==> src/rtl/inst_encoder_if.sv <==
`default_nettype none
// ============================================================================
// inst_encoder_if : field-bundle input and instruction output bus of inst_encoder
// Rev 1.0
// ============================================================================
interface inst_encoder_if #(
  parameter int ADDR_W = 8
);
  logic              InValid;
  logic              InReady;
  logic [1:0]        InType;
  logic [4:0]        Rd;
  logic [4:0]        Rs1;
  logic [4:0]        Rs2;
  logic [2:0]        Funct3;
  logic [31:0]       ImmIn;
  logic              OutValid;
  logic              OutReady;
  logic [31:0]       InstCode;
  logic [ADDR_W-1:0] InstAddr;
  logic              ErrRange;
  logic              ErrType;
  logic              Wrapped;
  logic [15:0]       Count;

  modport master (
    output InValid, InType, Rd, Rs1, Rs2, Funct3, ImmIn, OutReady,
    input  InReady, OutValid, InstCode, InstAddr, ErrRange, ErrType, Wrapped, Count
  );

  modport slave (
    input  InValid, InType, Rd, Rs1, Rs2, Funct3, ImmIn, OutReady,
    output InReady, OutValid, InstCode, InstAddr, ErrRange, ErrType, Wrapped, Count
  );
endinterface
`default_nettype wire

==> src/rtl/inst_encoder.sv <==
`default_nettype none
// ============================================================================
// inst_encoder : packs RV32I load/addi/store fields into InstCode with a word address
// Rev 1.0
// ============================================================================
module inst_encoder #(
  parameter int ADDR_W     = 8,
  parameter int START_ADDR = 0
) (
  input  wire logic     clk,
  input  wire logic     reset,
  inst_encoder_if.slave bus
);

  typedef enum logic [0:0] {
    IDLE = 1'b0,
    OUT  = 1'b1
  } state_t;

  localparam logic [ADDR_W-1:0] c_start_addr = ADDR_W'(START_ADDR);
  localparam logic [6:0]        c_op_load    = 7'b0000011;
  localparam logic [6:0]        c_op_addi    = 7'b0010011;
  localparam logic [6:0]        c_op_store   = 7'b0100011;

  state_t            state_q, state_d;
  logic [31:0]       code_q, code_d;
  logic [ADDR_W-1:0] addr_q, addr_d;
  logic [15:0]       count_q, count_d;
  logic              wrapped_q, wrapped_d;
  logic              err_range_q, err_range_d;
  logic              err_type_q, err_type_d;

  logic [31:0]       w_enc;
  logic              w_imm_ok;

  // A 12-bit signed immediate means bits 31..11 are all copies of the sign.
  assign w_imm_ok = (&bus.ImmIn[31:11]) | ~(|bus.ImmIn[31:11]);

  always_comb begin
    w_enc = {bus.ImmIn[11:0], bus.Rs1, bus.Funct3, bus.Rd, c_op_addi};
    case (bus.InType)
      2'b00:   w_enc = {bus.ImmIn[11:0], bus.Rs1, bus.Funct3, bus.Rd, c_op_load};
      2'b10:   w_enc = {bus.ImmIn[11:5], bus.Rs2, bus.Rs1, bus.Funct3, bus.ImmIn[4:0], c_op_store};
      default: w_enc = {bus.ImmIn[11:0], bus.Rs1, bus.Funct3, bus.Rd, c_op_addi};
    endcase
  end

  always_comb begin
    state_d     = state_q;
    code_d      = code_q;
    addr_d      = addr_q;
    count_d     = count_q;
    wrapped_d   = wrapped_q;
    err_range_d = 1'b0;
    err_type_d  = 1'b0;
    case (state_q)
      IDLE: begin
        if (bus.InValid) begin
          if (bus.InType == 2'b11) begin
            err_type_d = 1'b1;
          end else if (!w_imm_ok) begin
            err_range_d = 1'b1;
          end else begin
            code_d  = w_enc;
            state_d = OUT;
          end
        end
      end
      OUT: begin
        if (bus.OutReady) begin
          state_d = IDLE;
          addr_d  = addr_q + ADDR_W'(1);
          if (&addr_q) begin
            wrapped_d = 1'b1;
          end
          if (count_q != 16'hFFFF) begin
            count_d = count_q + 16'd1;
          end
        end
      end
      default: state_d = IDLE;
    endcase
  end

  always_ff @(posedge clk) begin
    if (reset) begin
      state_q     <= IDLE;
      code_q      <= '0;
      addr_q      <= c_start_addr;
      count_q     <= '0;
      wrapped_q   <= 1'b0;
      err_range_q <= 1'b0;
      err_type_q  <= 1'b0;
    end else begin
      state_q     <= state_d;
      code_q      <= code_d;
      addr_q      <= addr_d;
      count_q     <= count_d;
      wrapped_q   <= wrapped_d;
      err_range_q <= err_range_d;
      err_type_q  <= err_type_d;
    end
  end

  assign bus.InReady  = (state_q == IDLE);
  assign bus.OutValid = (state_q == OUT);
  assign bus.InstCode = code_q;
  assign bus.InstAddr = addr_q;
  assign bus.ErrRange = err_range_q;
  assign bus.ErrType  = err_type_q;
  assign bus.Wrapped  = wrapped_q;
  assign bus.Count    = count_q;

endmodule
`default_nettype wire
==> src/flat_wrapper.sv <==
// flat-port wrapper written by rule: the top's interface ports become plain ports
module inst_encoder_flat 
#(
  parameter int ADDR_W     = 8,
  parameter int START_ADDR = 0
)
  (clk, reset, bus_InValid, bus_InType, bus_Rd, bus_Rs1, bus_Rs2, bus_Funct3, bus_ImmIn, bus_OutReady, bus_InReady, bus_OutValid, bus_InstCode, bus_InstAddr, bus_ErrRange, bus_ErrType, bus_Wrapped, bus_Count);
  inst_encoder_if #(.ADDR_W(ADDR_W)) bus_i ();
  input  wire logic clk;
  input  wire logic reset;
  input wire logic [$bits(bus_i.InValid)-1:0] bus_InValid;
  input wire logic [$bits(bus_i.InType)-1:0] bus_InType;
  input wire logic [$bits(bus_i.Rd)-1:0] bus_Rd;
  input wire logic [$bits(bus_i.Rs1)-1:0] bus_Rs1;
  input wire logic [$bits(bus_i.Rs2)-1:0] bus_Rs2;
  input wire logic [$bits(bus_i.Funct3)-1:0] bus_Funct3;
  input wire logic [$bits(bus_i.ImmIn)-1:0] bus_ImmIn;
  input wire logic [$bits(bus_i.OutReady)-1:0] bus_OutReady;
  output wire logic [$bits(bus_i.InReady)-1:0] bus_InReady;
  output wire logic [$bits(bus_i.OutValid)-1:0] bus_OutValid;
  output wire logic [$bits(bus_i.InstCode)-1:0] bus_InstCode;
  output wire logic [$bits(bus_i.InstAddr)-1:0] bus_InstAddr;
  output wire logic [$bits(bus_i.ErrRange)-1:0] bus_ErrRange;
  output wire logic [$bits(bus_i.ErrType)-1:0] bus_ErrType;
  output wire logic [$bits(bus_i.Wrapped)-1:0] bus_Wrapped;
  output wire logic [$bits(bus_i.Count)-1:0] bus_Count;
  assign bus_i.InValid = bus_InValid;
  assign bus_i.InType = bus_InType;
  assign bus_i.Rd = bus_Rd;
  assign bus_i.Rs1 = bus_Rs1;
  assign bus_i.Rs2 = bus_Rs2;
  assign bus_i.Funct3 = bus_Funct3;
  assign bus_i.ImmIn = bus_ImmIn;
  assign bus_i.OutReady = bus_OutReady;
  assign bus_InReady = bus_i.InReady;
  assign bus_OutValid = bus_i.OutValid;
  assign bus_InstCode = bus_i.InstCode;
  assign bus_InstAddr = bus_i.InstAddr;
  assign bus_ErrRange = bus_i.ErrRange;
  assign bus_ErrType = bus_i.ErrType;
  assign bus_Wrapped = bus_i.Wrapped;
  assign bus_Count = bus_i.Count;
  inst_encoder #(.ADDR_W(ADDR_W), .START_ADDR(START_ADDR)) u_core (.clk(clk), .reset(reset), .bus(bus_i));
endmodule
==> config.mk <==
export PLATFORM = sky130hd
export DESIGN_NAME = inst_encoder_flat
export DESIGN_NICKNAME = d
export VERILOG_FILES = /design/src/rtl/inst_encoder_if.sv /design/src/rtl/inst_encoder.sv /design/src/flat_wrapper.sv
export SDC_FILE = /design/constraint.sdc
export NUM_CORES = 1
export LEC_CHECK = 0
export ABC_AREA = 1
export BUFFER_PORTS_ARGS = -buffer_cell sky130_fd_sc_hd__clkbuf_2
export CORE_UTILIZATION = 35
export DETAILED_ROUTE_END_ITERATION = 7
export SLEW_MARGIN = 0
export SYNTH_ARGS = -nofsm -noshare
export SYNTH_HDL_FRONTEND = slang
export SYNTH_SLANG_ARGS = --single-unit
export TNS_END_PERCENT = 50
==> constraint.sdc <==
create_clock -name clk -period 4.2 [get_ports clk]
set_clock_uncertainty 0.05 [all_clocks]
set_input_delay 0.63 -clock clk [delete_from_list [all_inputs] [get_ports clk]]
set_output_delay 0.63 -clock clk [all_outputs]
set_load 0.02 [all_outputs]
==> run metrics <==
Die X 92.66 um; Final Power 919.6 uW; fin cells 649; setup tns final 0 ps; Antenna Nets Post-Route 0; CTS tree done; number of remaining DRC errors 0; Die Ht 92.66 um; DRT Wirelength 6604 um; H-tree levels 2; minimum clock period 2038 ps; finished layout cell area 3506 um2; die area 8585 um2; Core Box Area 7848 um2; Max Freq 490.7 MHz; static leakage 1.733 nW; post-layout net count 604; biggest area consumer among synthesized cells dfxtp_1; RSZ-0062 raised after global routing false; Longest Clk Path Bufs 2; slew margin rel. 23.41%; area occupied by multi-input gates 1421 um2; cell depth of the worst flop-to-flop path 6; clock transition at the registers of the reported paths 90 ps; register area share after synthesis 38.97%; CP startpoint bus_ImmIn[11]; DR pass1 iterations 4; final setup vio count 0; final worst slack 2162 ps; FF+latch area 1121 um2; Congestion Overflow GR 0; CTS resizes 0; share of the synthesized area in the top cell type 38.97%; CP Class in2reg; Setup crit end kind flop; initial antenna violation count 0; Synth Register Bits 56; Initial Util 36.65%; area post-placement 3416 um2; Avg Cell Area, Syn 6.435 um2; Tot GR Track Use 15.97%; via count of the first global-routing pass 2485; r2r setup slk 2240 ps; Max Cap Viol 0; outcome finished, final reports clean; Cell Area, Synth 2877 um2; Synth cell types 27; first-pass GRT wire length 11140 um; hold-critical path depth 2; final hold violation count 0; type of element launching the critical path input pin; FF-to-FF End u_core.bus.InstCode[27]; drt wl/cell 10.18 um; placed instance count 641; top cells by area, synth dfxtp_1, nand2_1, nor2_1, nand3_1, a21oi_1; crit path max fanout 56; Buffers on Ports 113; Synth Instances 447; Clock Latency Late Sink 300 ps; worst hold path type reg2reg; First DRT Iteration DRCs 129; end point of the critical path u_core.bus.InstCode[23]; Place WS 1849 ps; Worst-Margin Slew 1146 ps; Post-CTS Setup Bufs 0; CTS root buf clkbuf_8; fin. max-slew vios 0; Post-DP HPWL 4895 um; share of post-route cells with drive strength above 1 23.40%; I/O pins 117; TritonCTS Sinks 56; fin util 44.67%; final hold slack 438.1 ps; Worst Path Required 4350 ps; PwrDens 262.3 nW/um2; Max VDD drop 0.1328 mV; commonest non-fill, non-tap cell in the layout nand2_1; Synth warnings 0; hold buffers post-CTS 0; ANT cells 0; DR vias/cell 4.565; largest net degree at the start of global routing 57; highest-count cells in the layout ignoring fill and taps nand2_1, clkbuf_2, nor2_1; reg2reg start u_core.bus.OutValid; CP arrival 2190 ps; period utilisation layout 48.53%; Filler cells 896; routability congestion estimate 0.7880; Layout area overhead 21.88%; Rows 32; CTS Buf Count 5; via count 2963
==> synth_stat cells, drive strengths merged <==
master and instances:
buf 20, ha 2, nand2 121, nand3 47
conb 1, inv 45, a21oi 45, clkinv 1
o21ai 4, nand4 4, xnor2 3, a31oi 1
dfxtp 56, o21a 1, nor3 3, xor2 2
nor2 84, or2 3, clkbuf 4
==> how the worst min path moves through the flow <==
stage,end,from
CTS,u_core.bus.Wrapped,u_core.bus.Wrapped
detailed placement,u_core.bus.Wrapped,u_core.bus.Wrapped
global route,u_core.bus.InstAddr[2],u_core.bus.InstAddr[2]
global placement,u_core.bus.Wrapped,u_core.bus.Wrapped
finish,u_core.bus.InstCode[23],u_core.bus.InstCode[23]
floorplan,u_core.bus.InstCode[1],u_core.bus.InstCode[1]
==> report_power, final <==
group,internal [mW],switching [mW],total [mW],leakage [nW]
Clock,0.135,0.167,0.302,0.0455
Combinational,0.0334,0.0526,0.0860,1.24
Sequential,0.531,0.000552,0.532,0.451
==> critical path: stages <==
cell and delay, ps:
clkbuf_2 90, or2_1 210, nor2_1 120, nand3_1 100, nand2_2 700, nand3_1 150
nand2_1 100, nor2_1 40
==> metal layers <==
metal / GRT usage, % / routed length [um] / vias up / share of wire, %
met1: 21.01 / 3242 / 1277 / 49
met5: 0 / 0 / - / 0
met2: 26.11 / 2872 / 88 / 43
li1: - / - / 1592 / -
met3: 3.859 / 420 / 6 / 6.4
met4: 4.231 / 69 / 0 / 1.0
==> flip-flops by register name, summed over array words and instances (netlist names) <==
signal	cells
u_core.bus.InstCode	28
u_core.bus.Count	16
u_core.bus.InstAddr	8
u_core.bus.ErrRange	1
u_core.bus.ErrType	1
u_core.bus.OutValid	1
u_core.bus.Wrapped	1
==> layout make-up <==
class,count,share of cell area (%)
repair buffers,114,16.35
well taps,102,3.640
inverters,46,4.925
multi-input cells,323,40.54
flip-flops and latches,56,31.98
clock buffers,8,2.570
==> kinds of logic (layout without fill, tap and decap cells) <==
group,Yosys count,count (layout),share of synthesized area (%)
flip-flops,56,56,38.97
adder cells (fa/ha/maj),2,2,0.8698
buffers and inverters,70,168,12.14
AND/OR/NAND/NOR,262,262,37.23
AO/OA/AOI/OAI,51,51,9.135
XOR/XNOR,5,5,1.523
other,1,3,0.1304
Power figures use the tool's default switching activity.
